**config.mk**
```make
export PLATFORM = sky130hd
export DESIGN_NAME = hilo_dispatch_flat
export DESIGN_NICKNAME = d
export VERILOG_FILES = /design/src/rtl/hilo_dispatch_if.sv /design/src/rtl/hilo_dispatch.sv /design/src/flat_wrapper.sv
export SDC_FILE = /design/constraint.sdc
export NUM_CORES = 1
export LEC_CHECK = 0
export CORE_UTILIZATION = 44
export DETAILED_ROUTE_END_ITERATION = 8
export GPL_TIMING_DRIVEN = 0
export PLACE_DENSITY = 0.87
export SYNTH_ARGS = -nofsm -noshare
export SYNTH_HDL_FRONTEND = slang
export SYNTH_SLANG_ARGS = --single-unit
```
**constraint.sdc**
```tcl
create_clock -name clk -period 3.1 [get_ports clk]
set_input_delay 0.62 -clock clk [delete_from_list [all_inputs] [get_ports clk]]
set_output_delay 0.62 -clock clk [all_outputs]
set_load 0.01 [all_outputs]
```
**src/rtl/hilo_dispatch_if.sv**
```systemverilog
// E-stage to HI/LO unit bundle: pipeline-side op and flush in, unit-facing op and stall out.
// master is the pipeline/unit environment, slave is the dispatch controller.
interface hilo_dispatch_if;
   logic        req;
   logic [3:0]  e_type;
   logic [31:0] e_rs;
   logic [31:0] e_rt;
   logic        md_busy;
   logic        e_stall;
   logic [3:0]  md_type;
   logic [31:0] md_rs;
   logic [31:0] md_rt;

   modport master (
      output req, e_type, e_rs, e_rt, md_busy,
      input  e_stall, md_type, md_rs, md_rt
   );

   modport slave (
      input  req, e_type, e_rs, e_rt, md_busy,
      output e_stall, md_type, md_rs, md_rt
   );
endinterface

```
**src/rtl/hilo_dispatch.sv**
```systemverilog
// HI/LO issue control with a one-entry pending buffer; direct issue is zero-latency, buffered issue waits for an idle unit.
// Backpressure is e_stall to the pipeline; `define MD_SHADOW_BUSY_EN replaces md_busy with an internal busy counter.
module hilo_dispatch #(
   parameter int MULT_LAT = 5,
   parameter int DIV_LAT  = 10
) (
   input  logic          clk,
   input  logic          reset,
   hilo_dispatch_if.slave bus
);

   typedef enum logic {EMPTY, HELD} state_t;

   state_t      state;
   state_t      state_nxt;
   logic [3:0]  buf_type;
   logic [31:0] buf_rs;
   logic [31:0] buf_rt;
   logic        buf_age;

   logic        is_w;
   logic        is_r;
   logic        unit_busy;
   logic        capture;
   logic        drain;
   logic        drop;

   if (MULT_LAT < 1 || DIV_LAT < 1) begin : g_bad_lat
      $error("hilo_dispatch: latencies must be at least 1");
   end

   always_comb begin
      is_w = 1'b0;
      is_r = 1'b0;
      case (bus.e_type)
         4'd1, 4'd2, 4'd3, 4'd4, 4'd7, 4'd8: is_w = 1'b1;
         4'd5, 4'd6:                         is_r = 1'b1;
         default: ;
      endcase
   end

`ifdef MD_SHADOW_BUSY_EN
   localparam int LAT_MAX = (MULT_LAT > DIV_LAT) ? MULT_LAT : DIV_LAT;
   localparam int CW      = $clog2(LAT_MAX + 1);

   logic [CW-1:0] shadow_cnt;
   logic          unused_md_busy;

   assign unused_md_busy = bus.md_busy;

   // Reload keys off what actually reached the unit, so direct and buffered issues both count.
   always_ff @(posedge clk) begin
      if (reset)
         shadow_cnt <= '0;
      else if (bus.md_type == 4'd1 || bus.md_type == 4'd2)
         shadow_cnt <= CW'(MULT_LAT);
      else if (bus.md_type == 4'd3 || bus.md_type == 4'd4)
         shadow_cnt <= CW'(DIV_LAT);
      else if (!bus.req && shadow_cnt != '0)
         shadow_cnt <= shadow_cnt - CW'(1);
   end

   assign unit_busy = (shadow_cnt != '0);
`else
   assign unit_busy = bus.md_busy;
`endif

   always_ff @(posedge clk) begin
      if (reset)
         state <= EMPTY;
      else
         state <= state_nxt;
   end

   always_comb begin
      state_nxt = state;
      capture   = 1'b0;
      drain     = 1'b0;
      drop      = 1'b0;
      case (state)
         EMPTY: begin
            if (is_w && unit_busy && !bus.req) begin
               capture   = 1'b1;
               state_nxt = HELD;
            end
         end
         HELD: begin
            // An age-0 entry's instruction is the one now in M being flushed.
            if (bus.req) begin
               if (!buf_age) begin
                  drop      = 1'b1;
                  state_nxt = EMPTY;
               end
            end else if (!unit_busy) begin
               drain     = 1'b1;
               state_nxt = EMPTY;
            end
         end
         default: state_nxt = EMPTY;
      endcase
   end

   always_ff @(posedge clk) begin
      if (reset || drain || drop) begin
         buf_type <= '0;
         buf_rs   <= '0;
         buf_rt   <= '0;
         buf_age  <= 1'b0;
      end else if (capture) begin
         buf_type <= bus.e_type;
         buf_rs   <= bus.e_rs;
         buf_rt   <= bus.e_rt;
         buf_age  <= 1'b0;
      end else if (state == HELD) begin
         buf_age  <= 1'b1;
      end
   end

   always_comb begin
      bus.e_stall = 1'b0;
      bus.md_type = 4'd0;
      bus.md_rs   = '0;
      bus.md_rt   = '0;
      if (!reset) begin
         case (state)
            EMPTY: begin
               bus.e_stall = is_r && unit_busy;
               if (!bus.req && !unit_busy && (is_w || is_r)) begin
                  bus.md_type = bus.e_type;
                  bus.md_rs   = bus.e_rs;
                  bus.md_rt   = bus.e_rt;
               end
            end
            HELD: begin
               // Younger HI/LO ops wait behind the buffer, even in the cycle it drains.
               bus.e_stall = is_w || is_r;
               if (drain) begin
                  bus.md_type = buf_type;
                  bus.md_rs   = buf_rs;
                  bus.md_rt   = buf_rt;
               end
            end
            default: ;
         endcase
      end
   end

endmodule

```
**src/flat_wrapper.sv**
```systemverilog
// flat-port wrapper written by rule: the top's interface ports become plain ports
module hilo_dispatch_flat 
#(
   parameter int MULT_LAT = 5,
   parameter int DIV_LAT  = 10
)
  (clk, reset, bus_req, bus_e_type, bus_e_rs, bus_e_rt, bus_md_busy, bus_e_stall, bus_md_type, bus_md_rs, bus_md_rt);
  hilo_dispatch_if bus_i ();
  input  logic clk;
  input  logic reset;
  input wire logic [$bits(bus_i.req)-1:0] bus_req;
  input wire logic [$bits(bus_i.e_type)-1:0] bus_e_type;
  input wire logic [$bits(bus_i.e_rs)-1:0] bus_e_rs;
  input wire logic [$bits(bus_i.e_rt)-1:0] bus_e_rt;
  input wire logic [$bits(bus_i.md_busy)-1:0] bus_md_busy;
  output wire logic [$bits(bus_i.e_stall)-1:0] bus_e_stall;
  output wire logic [$bits(bus_i.md_type)-1:0] bus_md_type;
  output wire logic [$bits(bus_i.md_rs)-1:0] bus_md_rs;
  output wire logic [$bits(bus_i.md_rt)-1:0] bus_md_rt;
  assign bus_i.req = bus_req;
  assign bus_i.e_type = bus_e_type;
  assign bus_i.e_rs = bus_e_rs;
  assign bus_i.e_rt = bus_e_rt;
  assign bus_i.md_busy = bus_md_busy;
  assign bus_e_stall = bus_i.e_stall;
  assign bus_md_type = bus_i.md_type;
  assign bus_md_rs = bus_i.md_rs;
  assign bus_md_rt = bus_i.md_rt;
  hilo_dispatch #(.MULT_LAT(MULT_LAT), .DIV_LAT(DIV_LAT)) u_core (.clk(clk), .reset(reset), .bus(bus_i));
endmodule
```
== Word level (Yosys, flattened, before mapping) ==
Cells that the tools add are included.

* Input port bits: 72
* Flip-flop bits (word level): 70
* Logic and storage cells: 55

* Eq/ne operators: 8
* Reductions and logical operators: 13
* Bitwise operators: 1
* Mux-type cells: 28

{| class="wikitable"
|+ Operators by type and width
! operator !! count
|-
| $mux 32 || 6
|-
| $pmux 32 s2 || 2
|-
| $eq 4x3->1 const B || 4
|-
| $mux 1 || 14
|-
| $mux 4 || 3
|-
| $eq 4x2->1 const B || 2
|-
| $pmux 4 s2 || 1
|-
| $reduce_or 6->1 || 1
|-
| $logic_and 1x1->1 || 5
|-
| $eq 4x1->1 const B || 1
|-
| $eq 4x4->1 const B || 1
|-
| $pmux 1 s2 || 2
|-
| $reduce_or 2->1 || 2
|-
| $logic_or 1x1->1 || 3
|-
| $logic_not 1->1 || 2
|-
| $not 1->1 || 1
|}

== Depth between registers and ports, before layout ==
Gate-level depths: netlist of run 1.

* Depth in word-level cells: 8
* Gate-level depth with buffers: 8

== Worst setup path after synthesis of run 1 ==
No wires, ideal clock.

* Path type: input -> output
* Start: input port bus_req
* End: output port bus_md_rt[10]
* Buffers on the path: 2
* Path slack: 0.459 ns
* Required time: 2.480 ns
* Arrival time: 2.021 ns
* Stages: 5
* Cell sequence: or3_1 > nor2_1 > clkbuf_1 > clkbuf_1 > a22o_1

* Word-level cells in the longest chain between the ends: 6
* Elaborated cells between the ends (all ways): 9
* Those cells by class: 6 x mux; 3 x reduce/logical

{| class="wikitable"
|+ RTL lines
! element !! line !! text
|-
| start, declared || flat_wrapper.sv:11 || <nowiki>input wire logic [$bits(bus_i.req)-1:0] bus_req;</nowiki>
|-
| $logic_not 1->1 || hilo_dispatch.sv:128 || <nowiki>if (!bus.req && !unit_busy && (is_w || is_r)) begin</nowiki>
|-
| $logic_and 1x1->1 (2 in a row) || hilo_dispatch.sv:128 ||
|-
| $mux 32 || hilo_dispatch.sv:128 ||
|-
| $pmux 32 s2 * || hilo_dispatch.sv:125 || <nowiki>case (state)</nowiki>
|-
| $mux 32 * || hilo_dispatch.sv:124 || <nowiki>if (!reset) begin</nowiki>
|-
| end, declared || flat_wrapper.sv:19 || <nowiki>output wire logic [$bits(bus_i.md_rt)-1:0] bus_md_rt;</nowiki>
|}

Mark *: on every way between the ends. The rest lies on a longest branch, timed or not.

== Final worst setup path of run 1 ==
* Start: input port bus_req
* End: output port bus_md_rt[21]

The elaborated chain is that of the path after synthesis.

==> metrics.yaml, run 1 <==
logic_synthesis:
  seq_area_frac_synth_pct: 39.3
  synth_edf_count: 0
  synth_top_area_cell: "dfxtp_1"
  synth_flop_cell: "dfxtp_1"
  syn_avg_cell_area_um2: 8.67
  syn_area_um2: 3560
  ys_top_cells_by_area: "dfxtp_1 39%, mux2i_1 20%, a22o_1 16%"
  yosys.area.top_type_share_pct: 39.3
  synthArstFlopShare_pct: 0
  synthesis.instances: 411
  synth.net_count: 483
  synth-seq-cells: 70
  yosys_warnings: 0
  synth.distinct_cells: 28
layout:
  final_area_um2: 5470
  final_common_cell: "nand2_1"
  syn_to_final_growth_pct: 53.4
  fill_cells: 610
  diodes: 0
  fin_cells: 678
  layout_common_cells: "138 x nand2_1, 70 x mux2i_1, 70 x dfxtp_1, 67 x a22o_1, 67 x clkdlybuf4s50_1"
  fin_nets: 645
  drive_above_1_share_pct: 11.6
  final_util_pct: 70.4
grt:
  grt_max_degree: 11
  grt_pass1_wl_um: 16600
  grt_pass1_vias: 3542
  grt_overflow: 0
  gr-usage-all-layers_pct: 24.3
  antenna_found_initial: 0
critical_path:
  worstSetupPathType: "in -> out"
  slowest_delay_ns: 0.41
  worstPathCellList: "dlygate4sd2_1 > or3_4 > nor3_4 > buf_4 > buf_6 > buf_4 > clkbuf_8 > a22o_1 > dlygate4sd2_1"
  crit_fanout: 10
  setup.worst_path.start_class: "primary input"
  critPathTopFamily: "buffers and inverters"
  cp.required_ns: 2.48
  end_kind: "output port"
  crit_buf_inv: 6
  worst_path_max_delay_cell: "or3_4"
  crit_arrival_ns: 2.42
power:
  p_leak_nw: 2.30
  powerDensity_nw_per_um2: 358
  ir_worst_vdd_mv: 0.227
  power_mw: 1.96
floorplan:
  die_x_um: 92.0
  row_count: 32
  initial_core_util_pct: 45.9
  io_pins: 141
  die_area_um2: 8470
  core_area_um2: 7770
  die_h_um: 92.0
detailed_routing:
  drt-wirelength-per-cell_um: 15.2
  drtIter0Drc: 146
  drc: 0
  ant_nets: 0
  num_vias: 3654
  wl_um: 10300
  vias_per_cell: 5.39
  drtPass1Iterations: 5
sta:
  finClkSkew_ns: 0.00874
  worst_slew_pin_slew_ns: 0.580
  finalCriticalPeriod_ns: 3.04
  whs_ns: 0.460
  setup_viol: 0
  max_freq_mhz: 329
  drv_slew: 0
  finalHoldViolations: 0
  rsz0062_at_grt: "false"
  finalCritPeriodShare_pct: 98.1
  worst_slack_ns: 0.0604
  slew-limit-headroom_pct: 60.8
  setup_tns_ns: 0
placed_design:
  dpl.hpwl_um: 7270
  place_area_um2: 5070
  pre_cts_slack_ns: -1.03
  port_buffers: 138
  dp_cells: 651
  gp_congestion: 0.773
clocking:
  cts_tree: "done"
  clkLatencyLatePin_ns: 0.34
  cts_buffer_depth: 2
  numCtsBuffers: 9
  root_buffer: "clkbuf_8"
  path_clk_slew_ns: 0.07
  cts_sinks: 70
  cts_max_level: 3
worst_hold_path:
  hold_path.class: "reg -> reg"
run_status:
  status: "completed"
job:
  max-cap-violations: 0
path summary, 6_finish.rpt:
check / depth (start not counted) / start / slack (ns) / end
setup / recovery: 9 / bus_req / 0.06 / bus_md_rt[21]
hold / removal: 2 / u_core.buf_rt[17] / 0.46 / u_core.buf_rt[17]
setup reg to reg: 6 / u_core.state / 1.13 / u_core.buf_rs[27]
hold reg to reg: 2 / u_core.buf_rt[17] / 0.46 / u_core.buf_rt[17]
cells in the mapped netlist (2+ instances only):
| library cell | number |
|---|---|
| a22o_1 | 67 |
| a21oi_1 | 4 |
| buf_4 | 6 |
| nor2_1 | 5 |
| buf_2 | 2 |
| mux2i_1 | 70 |
| clkbuf_1 | 28 |
| or3_1 | 2 |
| nand2_1 | 138 |
| dfxtp_1 | 70 |
| nor3_1 | 2 |
state kept, by name, indices dropped and copies added (netlist names):
name             count
u_core.buf_rt       32
u_core.buf_age       1
u_core.buf_rs       32
u_core.state         1
u_core.buf_type      4
power breakdown:
part | total (mW) | switching, mW | internal (mW) | leakage [nW]
Sequential | 0.947 | 0.0164 | 0.930 | 0.567
Combinational | 0.335 | 0.157 | 0.178 | 1.64
Clock | 0.675 | 0.328 | 0.347 | 0.0914
Total | 1.96 | 0.501 | 1.45 | 2.30
routing by layer:
| metal | track usage, % | part of all wire [%] |
|---|---|---|
| met1 | 29.1 | 43 |
| met2 | 43.2 | 50 |
| met3 | 3.81 | 5.3 |
| met4 | 9.90 | 1.7 |
| met5 | 0 | 0 |
kinds of logic after synthesis:
kind of cell | share of synthesized area (%)
and+or+nand+nor | 16.8
AOI/OAI and AO/OA | 18.4
muxes | 19.7
DFF | 39.3
buffers and inverters | 5.55
xor gates and xnor gates | 0.246
tightest hold or removal path, delay by kind of cell, from the launching register on:
family / cells / cell delay, ns
flip-flops: 1 / 0.31
AND/OR/NAND/NOR: 1 / 0.05
multiplexers: 1 / 0.05
final cells by class:
class / count / area (um^2) / area share, %
buffer: 39 / 308 / 5.63
clock buffer: 13 / 169 / 3.09
clock inverter: 1 / 5.00 / 0.0915
inverter: 2 / 7.51 / 0.137
multi-input combinational: 300 / 1990 / 36.4
sequential: 70 / 1400 / 25.6
tap: 102 / 128 / 2.33
timing repair buffer: 151 / 1460 / 26.7
timing repair:
item                       4_1_cts  5_1_grt
setup buffers                   11        2
setup endpoints to repair       69       43
resized for setup              144        8
hold buffers                     0        0
pin swaps                        3        4
Note: power is estimated with default switching activity, not from simulation.
==> run 2: changes to the inputs <==
Settings changed: CORE_MARGIN set to 10, CORE_UTILIZATION 44 to 45, DONT_BUFFER_PORTS set to 1, PLACE_DENSITY 0.87 to 0.66.
==> run 2 against run 1 <==
  * Flip-flop and latch count is the same
  * Combinational power shrank 42%
  * Clock skew shrank 0.0035 ns
  * Routed wire length shrank 1.6%
  * Core utilization shrank 19 points
  * Count of clock-buffer cells in the layout shrank 2
  * First-iteration DRC count shrank 2.1%
  * Critical path depth shrank 4
  * Final cell count shrank 22%
  * Sequential share of layout area grew 9.7 points
  * Hold slack lost 0.051 ns
  * Largest power group unchanged
==> metrics.yaml, run 2 (same netlist as run 1, synthesis figures left out) <==
grt:
  grt_max_degree: 13  # was 11
  grt_pass1_vias: 2890  # was 3542
  gr-usage-all-layers_pct: 16.3  # was 24.3%
  use_met1_pct: 20.4  # was 29.1%
  grt-busiest-layer: "met2"  # unchanged
  antenna_found_initial: 0  # unchanged
  use_met3_pct: 7.49  # was 3.81%
  grt_use_met2_pct: 24.1  # was 43.2%
  grt_pass1_wl_um: 15500  # was 16600 um
  grt_overflow: 0  # unchanged
layout:
  final_common_cell: "nand2_1"  # unchanged
  syn_to_final_growth_pct: 11.2  # was 53.4%
  fin_cells: 530  # was 678
  fill_cells: 729  # was 610
  final_area_um2: 3960  # was 5470 um^2
  drive_above_1_share_pct: 7.94  # was 11.6%
  diodes: 0  # unchanged
  fin_nets: 495  # was 645
  reg_top3: "u_core.buf_rs (32), u_core.buf_rt (32), u_core.buf_type (4)"  # unchanged
  layout_common_cells: "138 x nand2_1, 70 x mux2i_1, 70 x dfxtp_1, 67 x a22o_1, 24 x clkbuf_1"  # was 138 x nand2_1, 70 x mux2i_1, 70 x dfxtp_1, 67 x a22o_1, 67 x clkdlybuf4s50_1
critical_path:
  setup.worst_path.start_class: "primary input"  # unchanged
  cp_common_cell: "clkbuf_2"
  r2r_end: "u_core.buf_rs[6]"  # was u_core.buf_rs[27]
  reg2reg_slack_ns: 1.25  # was 1.13 ns
  end_kind: "output port"  # unchanged
  slowest_delay_ns: 0.45  # was 0.41 ns
  worstReg2RegStart: "u_core.state"  # unchanged
  crit_fanout: 10  # unchanged
  worst_path_max_delay_cell: "or3_1"  # was or3_4
  worstPathCellList: "or3_1 > nor2_1 > clkbuf_2 > clkbuf_2 > a22o_1"  # was dlygate4sd2_1 > or3_4 > nor3_4 > buf_4 > buf_6 > buf_4 > clkbuf_8 > a22o_1 > dlygate4sd2_1
  cp.required_ns: 2.48  # about the same
  worstSetupPathType: "in -> out"  # unchanged
  crit_arrival_ns: 2.25  # was 2.42 ns
  reg2reg_depth: 5  # was 6
clocking:
  clkLatencyLatePin_ns: 0.34  # about the same
  cts_buffer_depth: 2  # unchanged
  cts_tree: "done"  # unchanged
  cts_sinks: 70  # unchanged
  cts_max_level: 3  # unchanged
  path_clk_slew_ns: 0.08  # was 0.07 ns
  hold_buffers: 0  # unchanged
  root_buffer: "clkbuf_8"  # unchanged
  numCtsBuffers: 9  # unchanged
sta:
  whs_ns: 0.409  # was 0.460 ns
  slew-limit-headroom_pct: 61.8  # was 60.8%
  drv_slew: 0  # unchanged
  finalCritPeriodShare_pct: 92.6  # was 98.1%
  worst_slew_pin_slew_ns: 0.565  # was 0.580 ns
  finClkSkew_ns: 0.00521  # was 0.00874 ns
  max_freq_mhz: 349  # was 329 MHz
  setup_viol: 0  # unchanged
  finalCriticalPeriod_ns: 2.87  # was 3.04 ns
  finalHoldViolations: 0  # unchanged
  rsz0062_at_grt: "false"  # unchanged
placed_design:
  port_buffers: 0  # was 138
  place_area_um2: 3690  # was 5070 um^2
  gp_congestion: 0.758  # was 0.773
  dpl.hpwl_um: 7540  # was 7270 um
  dp_cells: 513  # was 651
detailed_routing:
  drc: 0  # unchanged
  ant_nets: 0  # unchanged
  num_vias: 3015  # was 3654
  drtIter0Drc: 143  # was 146
  vias_per_cell: 5.69  # was 5.39
  drtPass1Iterations: 4  # was 5
  drt-wirelength-per-cell_um: 19.1  # was 15.2 um
  wl_um: 10100  # was 10300 um
floorplan:
  core_area_um2: 7730  # was 7770 um^2
  io_pins: 141  # unchanged
  row_count: 32  # unchanged
  die_x_um: 109  # was 92.0 um
  die_h_um: 109  # was 92.0 um
  die_area_um2: 11900  # was 8470 um^2
  initial_core_util_pct: 46.1  # was 45.9%
worst_hold_path:
  hold_path.class: "in -> reg"  # was reg -> reg
  hold_end: "u_core.buf_rs[17]"  # was u_core.buf_rt[17]
  holdPathStages: 2  # unchanged
  hold_start: "bus_e_rs[17]"  # was u_core.buf_rt[17]
power:
  p_leak_nw: 1.46  # was 2.30 nW
  ir_worst_vdd_mv: 0.234  # was 0.227 mV
  powerDensity_nw_per_um2: 516  # was 358 nW/um^2
  power_mw: 2.04  # was 1.96 mW
run_status:
  status: "completed"  # unchanged
job:
  max-cap-violations: 0  # unchanged
## run 2: changes by cell type in the layout (fill, tap and decap cells not counted), moves of 2 or more
cell	change
dlymetal6s2s_1	-2
buf_6	-2
clkbuf_8	-11
clkdlybuf4s15_1	-15
buf_4	-8
clkbuf_1	+8
clkdlybuf4s50_1	-67
bufinv_16	+3
clkdlybuf4s15_2	-9
buf_12	-2
dlygate4sd2_1	-42
## run 2: worst max-delay path: cells and delay by family
kind / cells / cell delay, ns
buffers and inverters: 2 / 0.63
AOI/OAI and AO/OA: 1 / 0.24
and+or+nand+nor: 2 / 0.75
## run 2: final cells by class
cell class | instances | area, um^2 | area share [%]
Multi-Input combinational cell | 300 | 1970 | 49.8
Sequential cell | 70 | 1400 | 35.4
Buffer | 38 | 191 | 4.83
Clock buffer | 11 | 141 | 3.57
Tap cell | 102 | 128 | 3.22
Clock inverter | 5 | 106 | 2.68
Timing Repair Buffer | 2 | 15.0 | 0.379
Inverter | 2 | 7.51 | 0.189
## run 2: power by group
group          internal (mW)  switching (mW)
clock                  0.558           0.343
sequential             0.930          0.0176
combinational         0.0760           0.119
## run 2: layer usage
| metal | vias up | share of wire (%) |
|---|---|---|
| li1 | 1458 | - |
| met4 | 0 | 0.54 |
| met3 | 5 | 12 |
| met2 | 109 | 47 |
| met5 | - | 0 |
| met1 | 1443 | 41 |
## run 2: timing repair
| action | CTS | global route |
|---|---|---|
| setup buffers | 0 | 2 |
| resized for setup | 4 | 2 |
| pin swaps | 0 | 1 |
| setup endpoints to repair | 50 | 60 |
## run 2: how the worst max path moves through the flow
stage / start / to / slack, ns / cells after the start
floorplan: bus_req / bus_md_rt[10] / 0.46 / 5
finish: bus_req / bus_md_rt[10] / 0.23 / 5
global placement: bus_req / bus_md_rt[14] / -0.13 / 5
global route: bus_e_type[0] / bus_md_rt[6] / 0.11 / 7
CTS: u_core.state / bus_md_rt[21] / 0.03 / 6
detailed placement: bus_req / bus_md_rt[10] / -0.11 / 5
## run 2: stage by stage
step	util (%)	setup TNS [ns]	setup slack [ns]
2_1_floorplan	-	0	0.459
3_3_place_gp	47.8	-3.30	-0.125
3_5_place_dp	47.8	-2.77	-0.105
4_1_cts	51.1	0	0.0259
5_1_grt	51.3	0	0.110
6_report	51.3	0	0.231
